===== src/rtl/mips_pkg.sv =====
// mips_pkg
// Shared encodings for the multicycle MIPS controller: FSM states, opcode
// and funct constants, alu_control words and the 2-bit ALU operation class
// passed from the main FSM to the ALU decoder.
package mips_pkg;

  typedef enum logic [3:0] {
    FETCH,
    DECODE,
    MEMADR,
    MEMRD,
    MEMWB,
    MEMWR,
    EXECUTE,
    ALUWB,
    BEQEX,
    ADDIEX,
    ADDIWB,
    JEX
  } state_t;

  // ALU operation class requested by the main FSM
  typedef enum logic [1:0] {
    ALUOP_ADD   = 2'b00,
    ALUOP_SUB   = 2'b01,
    ALUOP_FUNCT = 2'b10,
    ALUOP_RSVD  = 2'b11
  } alu_op_t;

  localparam logic [5:0] OP_RTYPE = 6'b000000;
  localparam logic [5:0] OP_LW    = 6'b100011;
  localparam logic [5:0] OP_SW    = 6'b101011;
  localparam logic [5:0] OP_BEQ   = 6'b000100;
  localparam logic [5:0] OP_ADDI  = 6'b001000;
  localparam logic [5:0] OP_J     = 6'b000010;

  localparam logic [5:0] FUNCT_ADD = 6'b100000;
  localparam logic [5:0] FUNCT_SUB = 6'b100010;
  localparam logic [5:0] FUNCT_AND = 6'b100100;
  localparam logic [5:0] FUNCT_OR  = 6'b100101;
  localparam logic [5:0] FUNCT_SLT = 6'b101010;

  localparam logic [2:0] ALUC_ADD = 3'b010;
  localparam logic [2:0] ALUC_SUB = 3'b110;
  localparam logic [2:0] ALUC_AND = 3'b000;
  localparam logic [2:0] ALUC_OR  = 3'b001;
  localparam logic [2:0] ALUC_SLT = 3'b111;

endpackage


===== src/rtl/alu_decoder.sv =====
// alu_decoder
// Combinational translation of the FSM's ALU operation class plus the
// instruction funct field into the 3-bit alu_control word.
// Ports:
//   alu_op      in  2  operation class from the main FSM
//   funct       in  6  instruction[5:0]
//   alu_control out 3  ALU function select
import mips_pkg::*;

module alu_decoder (
  input  alu_op_t     alu_op,
  input  logic [5:0]  funct,
  output logic [2:0]  alu_control
);

  always_comb begin
    alu_control = ALUC_ADD;
    case (alu_op)
      ALUOP_ADD: alu_control = ALUC_ADD;
      ALUOP_SUB: alu_control = ALUC_SUB;
      ALUOP_FUNCT: begin
        // Unrecognised funct codes execute as add and still write back.
        case (funct)
          FUNCT_ADD: alu_control = ALUC_ADD;
          FUNCT_SUB: alu_control = ALUC_SUB;
          FUNCT_AND: alu_control = ALUC_AND;
          FUNCT_OR:  alu_control = ALUC_OR;
          FUNCT_SLT: alu_control = ALUC_SLT;
          default:   alu_control = ALUC_ADD;
        endcase
      end
      default: alu_control = ALUC_ADD;
    endcase
  end

endmodule


===== src/rtl/mips_control_unit.sv =====
// mips_control_unit
// Moore main FSM of a multicycle MIPS core (lw, sw, R-type, beq, addi, j)
// plus the ALU decoder. Produces every mux select and write enable of the
// datapath.
// Ports:
//   clk, reset            clock, synchronous active-high reset
//   op, funct             instruction[31:26], instruction[5:0]
//   zero                  ALU result == 0 (used only to resolve beq)
//   alu_control           ALU function select
//   alu_src_a, alu_src_b  ALU operand selects
//   pc_src, pc_en         next-PC select and PC load enable
//   iord                  memory address select (PC / ALUOut)
//   ir_write, mem_write, reg_write   write enables
//   reg_dst, mem_to_reg   register-file write address / data selects
import mips_pkg::*;

module mips_control_unit (
  input  logic       clk,
  input  logic       reset,
  input  logic [5:0] op,
  input  logic [5:0] funct,
  input  logic       zero,
  output logic [2:0] alu_control,
  output logic       alu_src_a,
  output logic [1:0] alu_src_b,
  output logic [1:0] pc_src,
  output logic       iord,
  output logic       ir_write,
  output logic       mem_write,
  output logic       reg_write,
  output logic       reg_dst,
  output logic       mem_to_reg,
  output logic       pc_en
);

  state_t  state_reg, state_next;
  state_t  cur_state;
  alu_op_t alu_op;
  logic    pc_write, branch;
  logic    ir_write_raw, mem_write_raw, reg_write_raw;

  always_ff @(posedge clk) begin
    if (reset) state_reg <= FETCH;
    else       state_reg <= state_next;
  end

  // While reset is held the selects present FETCH values regardless of the
  // (possibly stale) state register; enables are masked further below.
  assign cur_state = reset ? FETCH : state_reg;

  always_comb begin
    state_next    = FETCH;
    alu_op        = ALUOP_ADD;
    alu_src_a     = 1'b0;
    alu_src_b     = 2'b00;
    pc_src        = 2'b00;
    iord          = 1'b0;
    ir_write_raw  = 1'b0;
    mem_write_raw = 1'b0;
    reg_write_raw = 1'b0;
    reg_dst       = 1'b0;
    mem_to_reg    = 1'b0;
    pc_write      = 1'b0;
    branch        = 1'b0;
    case (cur_state)
      FETCH: begin
        alu_src_b    = 2'b01;
        ir_write_raw = 1'b1;
        pc_write     = 1'b1;
        state_next   = DECODE;
      end
      DECODE: begin
        // Branch target precomputed into ALUOut
        alu_src_b = 2'b11;
        case (op)
          OP_LW, OP_SW: state_next = MEMADR;
          OP_RTYPE:     state_next = EXECUTE;
          OP_BEQ:       state_next = BEQEX;
          OP_ADDI:      state_next = ADDIEX;
          OP_J:         state_next = JEX;
          default:      state_next = FETCH;
        endcase
      end
      MEMADR: begin
        alu_src_a  = 1'b1;
        alu_src_b  = 2'b10;
        state_next = (op == OP_SW) ? MEMWR : MEMRD;
      end
      MEMRD: begin
        iord       = 1'b1;
        state_next = MEMWB;
      end
      MEMWB: begin
        mem_to_reg    = 1'b1;
        reg_write_raw = 1'b1;
      end
      MEMWR: begin
        iord          = 1'b1;
        mem_write_raw = 1'b1;
      end
      EXECUTE: begin
        alu_src_a  = 1'b1;
        alu_op     = ALUOP_FUNCT;
        state_next = ALUWB;
      end
      ALUWB: begin
        reg_dst       = 1'b1;
        reg_write_raw = 1'b1;
      end
      BEQEX: begin
        alu_src_a = 1'b1;
        alu_op    = ALUOP_SUB;
        branch    = 1'b1;
        pc_src    = 2'b01;
      end
      ADDIEX: begin
        alu_src_a  = 1'b1;
        alu_src_b  = 2'b10;
        state_next = ADDIWB;
      end
      ADDIWB: begin
        reg_write_raw = 1'b1;
      end
      JEX: begin
        pc_src   = 2'b10;
        pc_write = 1'b1;
      end
      default: state_next = FETCH;
    endcase
  end

  assign ir_write  = ir_write_raw  & ~reset;
  assign mem_write = mem_write_raw & ~reset;
  assign reg_write = reg_write_raw & ~reset;
  assign pc_en     = (pc_write | (branch & zero)) & ~reset;

  alu_decoder u_alu_decoder (
    .alu_op      (alu_op),
    .funct       (funct),
    .alu_control (alu_control)
  );

endmodule


===== config.mk =====
export PLATFORM = sky130hd
export DESIGN_NAME = mips_control_unit
export DESIGN_NICKNAME = d
export VERILOG_FILES = /design/src/rtl/mips_pkg.sv /design/src/rtl/alu_decoder.sv /design/src/rtl/mips_control_unit.sv
export SDC_FILE = /design/constraint.sdc
export NUM_CORES = 1
export LEC_CHECK = 0
export BUFFER_PORTS_ARGS = -buffer_cell sky130_fd_sc_hd__buf_2
export CORE_UTILIZATION = 40
export CTS_CLUSTER_DIAMETER = 100
export DETAILED_ROUTE_END_ITERATION = 6
export GPL_TIMING_DRIVEN = 0
export PLACE_DENSITY = 0.84
export SYNTH_ARGS = -nofsm -noshare
export SYNTH_HDL_FRONTEND = slang
export SYNTH_HIERARCHICAL = 1
export SYNTH_SLANG_ARGS = --single-unit

===== constraint.sdc =====
create_clock -name clk -period 1.5 [get_ports clk]
set_clock_uncertainty 0.1 [all_clocks]
set_input_delay 0.075 -clock clk [delete_from_list [all_inputs] [get_ports clk]]
set_output_delay 0.075 -clock clk [all_outputs]
set_load 0.03 [all_outputs]

==> results.ini <==
[run_status]
status = finished with violations
violations = setup timing

[setup_path]
critPathLaunch = state_reg[3]
crit_fanout = 6
crit_family = simple AND/OR/NAND/NOR gates
crit_buf_inv = 2
endpoint_kind = primary output
cpPeakStageDelay_ns = 0.31
arrival_ns = 1.82
crit_chain = buf_6 > nor2_4 > nand2_4 > nor2_4 > ha_4 > nand4bb_4 > o22ai_4 > buf_6
endpoint = alu_control[2]
startpoint_type = flip-flop
cpMaxStageDelayCell = dfxtp_2
worst-path-stages = 8
required_ns = 1.32
regToRegStartpoint = state_reg[2]
reg2regPathDepth = 5
reg2reg_to = state_reg[1]
critPathKind = reg2out
r2r_slack_ns = -0.08

[synth]
ys_seq_elements = 4
synth_edf_count = 0
synth_area_leaders = dfxtp_1 (13%), nor3_1 (7.4%), nor2_1 (6.8%)
synth.top_cell.area_share_pct = 13.2
synth_top_cell_by_area = dfxtp_1
ys_warn_count = 6
synth_fp_nets = 104
yosysUniqueCellTypes = 38
ys.flop_type = dfxtp_1
synth.most_common_cell = nor2_1
syn_area_sq_um = 608
synth_area_per_cell_sq_um = 6.99
async_flop_share_pct = 0
seq_area_frac_synth_pct = 13.2
yosys-top-cells-count = nor2_1 (11), nor3_1 (9), inv_1 (5), nand3_1 (5)
netlist_instances = 87

[pwr]
combinationalPowerShare_pct = 40.3
p_seq_share_pct = 27.1
switching_share_pct = 35.2
p_per_area_nw_per_um2 = 342
pwr-share-clk_pct = 32.6
p_int_uw = 270
p_switching_uw = 147
vdd_drop_max_mv = 0.383
p_leak_uw = 0.000506

[grt]
grt_start_max_net_pins = 11
grt_pass1_wl_um = 2970
antenna_found_initial = 0
grt.overflow.total = 0
grt_pass1_vias = 691
grtUsageTotal_pct = 26.9

[detailed_routing]
num_vias = 898
drcViolationCount = 0
ant_nets = 0
dr.pass1.iters = 4
drtIter0Drc = 19
wl_per_cell_um = 18.0
routed_wirelength_um = 2680
avgViaCountPerCell = 6.03

[die]
num_rows = 13
core-area_sq_um = 1350
ios = 30
die_w_um = 41.0
fp.dieH_um = 41.0
dieArea_sq_um = 1680
start_util_pct = 45.0

[clock_network]
clk_pin_slew_ns = 0.04
clockRootBuffer = clkbuf_4
clockBufferDepth = 2
cts_hold_buf = 0
cts-htree-levels = 1
clock_latency_ns = 0.24
cts.sinks = 4
numCtsBuffers = 3
cts_tree = yes

[placed_design]
pre_cts_slack_ns = -0.440
globalplace.congestion = 0.888
placedCellCount = 131
port_buffers = 29
hpwlAfterDp_um = 1300

[sta]
maxClockFrequency_mhz = 502
rsz0062_at_grt = yes
worst_pin_slew_ns = 0.516
drv_slew = 0
maxSlewHeadroom_pct = 65.1
fin_crit_sh_pct = 133
setup_viol = 11
setup_ws_ns = -0.492
period_minus_slack_ns = 1.99
finalHoldViolCount = 0

[hold_path]
min_path_type = in2reg

[final_layout]
fin_cells = 149
largest_reg_flops = 4
syn_to_final_growth_pct = 100
nFillCells = 60
nets = 153
antennaDiodeCount = 0
layout-drive-gt1-share_pct = 65.7

[flow_run]
cap_violations = 0

cells by family after synthesis:
family,synth area share (%)
DFF,13.2
adders and majority gates,4.11
xor gates and xnor gates,5.76
AOI/OAI and AO/OA,18.9
and+or+nand+nor,49.4
buffers and inverters,8.64
cells in the final DEF (no fill, tap or decap), types with 2 or more instances in the layout:
cell and n:
inv_1 2, ha_4 2, nor2_1 5, nor3_1 5, nand3_1 4, inv_2 3
clkbuf_4 3, nor3_4 3, dfxtp_4 2, buf_2 16, buf_6 16, nor2_4 5
nand4_1 2, nand2_1 2, o21ai_1 2, a2bb2oi_1 2, buf_4 16, o21ai_0 2
a21oi_1 3, and2b_2 2, xor2_1 4, dfxtp_2 2
stage by stage:
stage               util, %  hold WS (ns)  TNS (ns)  cell area [sq um]  total power (uW)
finish                 90.2        0.0759     -2.22               1220               416
global route           90.2        0.0803     -3.12               1220               449
CTS                    78.5        0.0773     -2.35               1060               402
detailed placement     65.1         0.322     -1.28                878               247
global placement       65.1         0.321     -1.16                878               243
floorplan                 -        0.0977    -0.714                714               195
metal layers:
layer  routed length, um  track usage [%]  vias up
li1                    -                -      421
met4                  42             3.33        0
met2                1340             45.3       50
met3                 237             10.9        4
met1                1060             32.5      423
met5                   0                0        -
power by group through the flow:
stage | logic, uW | registers [uW] | clock network, uW
finish | 168 | 113 | 136
global route | 179 | 113 | 157
CTS | 149 | 113 | 140
detailed placement | 132 | 115 | 0
global placement | 128 | 114 | 0
floorplan | 81.2 | 114 | 0
area by class of cell:
type                       count  area [sq um]  area share (%)
sequential                     4          90.1            7.40
clock buffer                   3          22.5            1.85
inverter                       5          18.8            1.54
buffer                         3          33.8            2.77
tap                           15          18.8            1.54
multi-input combinational     73           667            54.8
timing repair buffer          46           367            30.1
worst min-delay path, stage by stage:
cell and delay [ns]:
buf_2 0.09, nor3_1 0.04, o211ai_1 0.08, a21oi_1 0.08
repair_timing:
item,CTS,global route
pin swaps,11,13
resized for setup,30,36
setup endpoints to repair,11,15
cloned,0,0
setup buffers,9,8
how the worst min path moves through the flow:
stage                     slack (ns)      endpoint  depth (start not counted)  startpoint
after detailed placement        0.32  state_reg[3]                          4       op[4]
after global placement          0.32  state_reg[3]                          4       op[4]
after global routing            0.08  state_reg[3]                          4       op[4]
after floorplan                  0.1  state_reg[1]                          1       reset
final                           0.08  state_reg[3]                          4       op[4]
after CTS                       0.08  state_reg[3]                          4       op[4]
(Power assumes the default switching activity.)
